<file path="config.mk">
export PLATFORM = sky130hd
export DESIGN_NAME = fifo_wr_arbiter
export DESIGN_NICKNAME = d
export VERILOG_FILES = /design/src/rtl/fifo_arb_pkg.sv /design/src/rtl/fifo_wr_arbiter_rr_pick.sv /design/src/rtl/fifo_wr_arbiter.sv
export SDC_FILE = /design/constraint.sdc
export NUM_CORES = 1
export LEC_CHECK = 0
export CORE_ASPECT_RATIO = 1.25
export CORE_MARGIN = 1
export CORE_UTILIZATION = 33
export DETAILED_ROUTE_END_ITERATION = 10
export PLACE_DENSITY = 0.77
export SLEW_MARGIN = 20
export SYNTH_ARGS = -nofsm -noshare
export SYNTH_HDL_FRONTEND = slang
export SYNTH_SLANG_ARGS = --single-unit
</file>
<file path="constraint.sdc">
create_clock -name wclk -period 2.3 [get_ports wclk]
set_input_delay 0.345 -clock wclk [delete_from_list [all_inputs] [get_ports wclk]]
set_output_delay 0.345 -clock wclk [all_outputs]
set_load 0.05 [all_outputs]
</file>
<file path="src/rtl/fifo_arb_pkg.sv">
// fifo_arb_pkg: shared state enum, width helpers and parameter limits for fifo_wr_arbiter.
package fifo_arb_pkg;
    typedef enum logic {IDLE, GRANT} state_e;
    localparam int NUM_REQ_MIN = 2;
    localparam int NUM_REQ_MAX = 8;
    localparam int MAX_BURST_MIN = 1;
    localparam int MAX_BURST_MAX = 16;
    function automatic int idw(input int n);
        return (n > 1) ? $clog2(n) : 1;
    endfunction
    function automatic int cntw(input int mb);
        return $clog2(mb + 1);
    endfunction
endpackage

</file>
<file path="src/rtl/fifo_wr_arbiter_rr_pick.sv">
// rr_pick: combinational round-robin picker, first request searching upward from last_i+1 with wrap.
module rr_pick import fifo_arb_pkg::*; #(
    parameter int N = 4,
    parameter int W = idw(N)
) (
    input  logic [N-1:0] req_i,
    input  logic [W-1:0] last_i,
    output logic         any_o,
    output logic [W-1:0] idx_o
);
    logic [W-1:0] j;
    assign any_o = |req_i;
    // Scanning from the farthest candidate down lets the nearest one win.
    always_comb begin
        idx_o = last_i;
        j = '0;
        for (int k = N; k >= 1; k--) begin
            j = W'((int'(last_i) + k) % N);
            if (req_i[j]) idx_o = j;
        end
    end
endmodule

</file>
<file path="src/rtl/fifo_wr_arbiter.sv">
// fifo_wr_arbiter: round-robin burst arbiter for the FIFO write port; FIFO_ARB_TAG_EN prepends gnt_id to wdata.
module fifo_wr_arbiter import fifo_arb_pkg::*; #(
    parameter int NUM_REQ = 4,
    parameter int datawidth = 8,
    parameter int MAX_BURST = 4,
    parameter int IDW = idw(NUM_REQ)
) (
    input  logic                           wclk,
    input  logic                           wrst_n,
    input  logic [NUM_REQ-1:0]             req_valid,
    input  logic [NUM_REQ-1:0]             req_last,
    input  logic [NUM_REQ*datawidth-1:0]   req_data,
    output logic [NUM_REQ-1:0]             req_ready,
    input  logic                           wfull,
`ifdef FIFO_ARB_TAG_EN
    output logic [datawidth+IDW-1:0]       wdata,
`else
    output logic [datawidth-1:0]           wdata,
`endif
    output logic                           winc,
    output logic [IDW-1:0]                 gnt_id,
    output logic                           busy
);
    localparam int CW = cntw(MAX_BURST);
    state_e           state_q;
    logic [IDW-1:0]   gnt_q, last_q, pick;
    logic [CW-1:0]    cnt_q, cnt_d;
    logic             any, gv, done;
    logic [datawidth-1:0] data;

    rr_pick #(.N(NUM_REQ), .W(IDW)) u_pick (
        .req_i (req_valid),
        .last_i(last_q),
        .any_o (any),
        .idx_o (pick)
    );

    assign busy      = state_q == GRANT;
    assign gv        = req_valid[gnt_q];
    assign winc      = busy & gv & !wfull;
    assign req_ready = (busy & !wfull) ? NUM_REQ'(1) << gnt_q : '0;
    assign cnt_d     = cnt_q + CW'(1);
    assign done      = req_last[gnt_q] | (cnt_q == CW'(MAX_BURST - 1));
    assign data      = req_data[gnt_q*datawidth +: datawidth];
    assign gnt_id    = gnt_q;
`ifdef FIFO_ARB_TAG_EN
    assign wdata     = {gnt_q, data};
`else
    assign wdata     = data;
`endif

    // A full FIFO stalls in place; only a dropped valid releases without a beat.
    always_ff @(posedge wclk) begin
        if (!wrst_n) begin
            state_q <= IDLE;
            cnt_q   <= '0;
            gnt_q   <= '0;
            last_q  <= IDW'(NUM_REQ - 1);
        end else if (state_q == IDLE) begin
            if (any) begin
                state_q <= GRANT;
                gnt_q   <= pick;
                last_q  <= pick;
                cnt_q   <= '0;
            end
        end else if (!gv) begin
            state_q <= IDLE;
        end else if (!wfull) begin
            state_q <= done ? IDLE : GRANT;
            cnt_q   <= done ? '0 : cnt_d;
        end
    end
endmodule

</file>
# Word-level counts from Yosys, hierarchy flattened
# Index checks and enable logic that the tools add are counted.
totals:
  elab_cells: 56
  memories: 0
  latch_bits: 0
  mem_bits_ro: 0
  regBits: 8
  ramBits: 0
  output_inout_bits: 16
op_classes:
  bitwise: 5
  order_cmp: 5
  mul: 0
  n_eq_ne: 3
  shifts: 2
  n_reduce_logical: 5
  addsub: 5
  div: 0
  mux: 27
op_table:
  columns: ["op", "count"]
  rows:
  - ["32-bit by 6-bit indexed part select with 8-bit output", 1]
  - ["2-bit by 3-bit < comparator with 1-bit output (second input constant)", 5]
  - ["3-bit two-way mux", 5]
  - ["1-bit binary-select mux with 2-bit select", 6]
  - ["1-bit two-way mux", 11]
  - ["2-bit two-way mux", 4]
  - ["2-bit by 1-bit adder with 2-bit output (second input constant)", 2]
  - ["2-bit adder (second input constant)", 2]
  - ["4-bit two-way mux", 1]
  - ["4-bit OR reduction", 1]
  - ["1-bit by 2-bit << shifter with 4-bit output (first input constant)", 1]
  - ["3-bit by 1-bit adder with 3-bit output (second input constant)", 1]
  - ["1-bit AND", 3]
  - ["3-bit by 2-bit equality test with 1-bit output (second input constant)", 1]
  - ["3-bit AND reduction", 1]
  - ["2-bit by 1-bit != test with 1-bit output (second input constant)", 1]
  - ["2-bit != test (second input constant)", 1]
  - ["2-bit AND reduction", 1]
  - ["2-bit nonzero test", 1]
  - ["1-bit logical NOT", 1]
  - ["1-bit inverter", 1]
  - ["1-bit OR", 1]

# Depth between registers and ports, before layout
depth:
  ltp_word: 7
  depth_mapped: 6
  mapped_depth_nobuf: 6

# By module
# Synthesis repeated with hierarchy kept, for this count alone.
unflattened:
  cells_unflattened: 73
  area_unflattened_um2: 725.7
by_module_without_submodules:
  columns: ["mod", "cells_per_inst", "area_per_inst_um2", "n_inst"]
  rows:
  - ["fifo_wr_arbiter", 61, 639.4, 1]
  - ["rr_pick", 12, 86.3, 1]

# Worst setup path after synthesis
# Ideal clock, no wire load.
synth_path:
  path_kind: "reg-to-output"
  from: "reg state_q (netlist: busy)"
  to: "out req_ready[0]"
  path_buffers: 1
  t_required_ns: 1.955
  path_slack_ns: -0.382
  t_arrival_ns: 2.337
  path_stages_with_launch: 4
  path_cell_list: "dfxtp_1 > clkbuf_1 > nor2b_1 > nor3b_1"
synth_via:
  elab_chain_cells: 2
synth_lines:
  columns: ["element", "line_no", "rtl"]
  rows:
  - ["start, declared", "fifo_wr_arbiter.sv:25", "state_e state_q;"]
  - ["start signal, assigned", "fifo_wr_arbiter.sv:69", "state_q <= done ? IDLE : GRANT;"]
  - ["1-bit AND", "fifo_wr_arbiter.sv:41", "assign req_ready = (busy & !wfull) ? NUM_REQ'(1) << gnt_q : '0;"]
  - ["4-bit two-way mux", "fifo_wr_arbiter.sv:41", null]
  - ["end, declared", "fifo_wr_arbiter.sv:13", "output logic [NUM_REQ-1:0] req_ready,"]
# Every way passes these cells.

# Final worst setup path
layout_path:
  from: "reg gnt_q[0] (netlist: gnt_id[0])"
  to: "out winc"
layout_via:
  elab_chain_cells: 4
layout_lines:
  columns: ["element", "line_no", "rtl"]
  rows:
  - ["start, declared", "fifo_wr_arbiter.sv:26", "logic [IDW-1:0] gnt_q, last_q, pick;"]
  - ["start signal, assigned", "fifo_wr_arbiter.sv:62", "gnt_q <= pick;"]
  - ["1-bit binary-select mux with 2-bit select", "fifo_wr_arbiter.sv:39", "assign gv = req_valid[gnt_q];"]
  - ["1-bit two-way mux (not written as such)", "fifo_wr_arbiter.sv:39", null]
  - ["1-bit AND (2 in series)", "fifo_wr_arbiter.sv:40", "assign winc = busy & gv & !wfull;"]
  - ["end, declared", "fifo_wr_arbiter.sv:20", "output logic winc,"]
# Every way passes these cells. The select of a mux whose other input is x is not followed.

==> metrics.txt <==
status complete, no violations; Syn. warnings 0; DRT antenna net count 0; final routed DRC violation total 0; Synth Register Bits 8; CTS root buffer clkbuf_4; CP endpoint kind output pin; MaxCap Viol Count 0; Max stage delay on crit path between 500 and 600 ps; Multi-input gate area slightly below 600 um2; GR Layer Usage met2 35.1%; final period utilization slightly above 90%; Congestion Overflow GR 0; Compound-Gate Fraction of Synth Area 13.0%; Synth Area in Adders 3.22%; All-Layer GR Usage a little over a fifth; Routed WL per cell approximately 16 um; CP delay by family, top multiplexers; sequential share of the synthesized area between 20% and 30%; post-synth top area share 26.0%; Global Route met1 Usage 23.0%; hold buffer count at CTS 0; ant diodes 0; RSZ-0062 raised after global routing false; max-slew violation count 0; PD cells ~500 nW/um2; Clock Sinks 8; endpoints failing hold 0; die area 2560 um2; via count approximately 940; Synth Area in Simple Gates 26.4%; core area 2210 um2; H-tree lvl count 1; clock-pin slew on the worst setup and hold paths roughly 50 ps; met3 usage roughly 7.4%; Placer Congestion approximately 0.93; GRT Max-Usage Layer met2; Clk Latency, worst-skew pair between 200 and 300 ps; startpoint types register; largest family of logic cells by synthesized area multiplexers; P&R area growth vs syn 82.8%; Max clock buf depth 2; die width around 45 um; total CTS buffers 3; First DRT Iteration DRCs 24; Final Skew about 0.82 ps; DRT Pass-1 Iters 4; CP cell instances mux4_2 > and2_1 > buf_4; Gate Count Post-Synth a little over 80; setup TNS 0 ps; synth top area cells mux4_2 26%, dfxtp_1 21%, mux2i_1 5.1%; Max-slew headroom between 60% and 70%; FP Rows 19; Post-Syn Nets approximately 130; Slowest cell on crit path mux4_2; vias in the first global route about 880; first-pass GRT wire length between 3000 and 4000 um; Synth cell types 35; crit path DAT 1800 ps; Max Clk Rate about 0.47 GHz; Mapped Avg Cell Area a little under 10 um2; Critical Path RT just under 2000 ps; Port Buf Inserts 58; Buf/Inv on CP 1; Final Util between 60% and 70%; register area about 160 um2; Post-CTS Setup Bufs 0; crit-path max FO 14; Die H approximately 56 um; endpoints failing setup 0; Worst VDD drop ~320 uV; Post-DP HPWL 2110 um; leakage approximately 0.54 nW; initial core utilization between 30% and 40%; share of layout cells above drive strength 1 between 20% and 30%; initial antenna violation count 0; fin crit period approximately 2100 ps; routed wire length 2610 um; leading area contributor after synthesis mux4_2; final layout net count between 150 and 200; Fill cells between 200 and 250; post-synthesis mux area share a little under a third; synthesized area a little under 800 um2; Slew @ Worst Pin about 500 ps; post-cts sizing count 0; xor and xnor area share after synthesis 0%; num ports roughly 60; Via density roughly 5.6; critical path class register to output pin; CTS tree built; hold crit path type register to register; largest net degree at the start of global routing 15
## power by group
part           switching, W  internal, W  total (W)  leakage (nW)
clock network     0.0000532    0.0000601   0.000113        0.0138
registers         0.0000329     0.000151   0.000184        0.0661
logic              0.000218     0.000201   0.000419         0.460
total              0.000304     0.000413   0.000717         0.540
## final cells by class
cell class              instances  area share (%)
flip-flops and latches          8            11.3
well taps                      31            2.73
multi-input cells              64            40.7
repair buffers                 60            43.1
clock buffers                   3            1.58
inverters                       2           0.528
## metrics by stage
stage	hold WS, ps	area [um2]	power (W)	std cells	setup slack, ps
5_1_grt	511	1420	0.000755	168	79.6
3_3_place_gp	446	1400	0.000602	165	159
4_1_cts	468	1420	0.000726	168	129
6_report	463	1420	0.000717	168	155
2_1_floorplan	428	785	0.000444	81	2.52
3_5_place_dp	461	1400	0.000607	165	117
## flip-flops by register name, indices dropped and copies added, names as in the netlist
name    count
busy        1
cnt_q       3
last_q      2
gnt_id      2
## cell families after synthesis
kind of cell             after synthesis
AND/OR/NAND/NOR                       34
AO/OA/AOI/OAI                         15
multiplexers                          13
buffers and inverters                  9
flip-flops                             8
adder cells (fa/ha/maj)                2
## layout by cell type, fill, tap and decap left out, drive strengths merged, types with 3 or more instances in the layout
| cell type | instances |
|---|---|
| nand2b | 3 |
| clkbuf | 3 |
| dfxtp | 8 |
| mux4 | 9 |
| mux2i | 4 |
| clkdlybuf4s50 | 45 |
| a21oi | 4 |
| buf | 15 |
| nor2 | 6 |
| nand2 | 7 |
## final timing paths
| path | to | from | depth (start not counted) | slack (ps) |
|---|---|---|---|---|
| worst min register to register | cnt_q[2] | cnt_q[2] | 2 | 460 |
| worst max register to register | cnt_q[1] | gnt_id[0] | 4 | 470 |
| worst min-delay path | cnt_q[2] | cnt_q[2] | 2 | 460 |
| worst max-delay path | winc | gnt_id[0] | 3 | 160 |
## worst reg2reg max path: stages, from the launching register on
cell and delay [ps]:
dfxtp_2 550, mux4_2 580, and2_1 210, nor2_1 220, mux2i_1 200
## Yosys cell counts
cell,n
or4_4,1
nor2b_1,2
nand4b_1,1
and3_1,1
and4b_1,1
nand2b_1,3
clkbuf_1,4
and4bb_2,1
o211ai_1,2
and2_1,1
mux4_2,9
a21boi_0,2
o32ai_1,1
nor4b_1,1
nor2_1,6
nand3_1,2
or2_2,1
a22o_1,1
inv_1,2
buf_2,2
or4_1,1
o31ai_1,1
nand3b_1,1
a21o_1,1
mux2i_1,4
nor3b_1,1
a21oi_1,4
buf_6,1
nor4bb_1,1
nand2_1,7
nand4_1,2
o21ai_0,2
ha_1,2
dfxtp_1,8
a221oi_1,1
## routing by layer
metal  vias to the layer above  routed length (um)
met4                         0                  57
met1                       445                 942
met3                         7                 404
met5                         -                   0
met2                        62                1200
li1                        428                   -
Power figures use the tool's default switching activity.
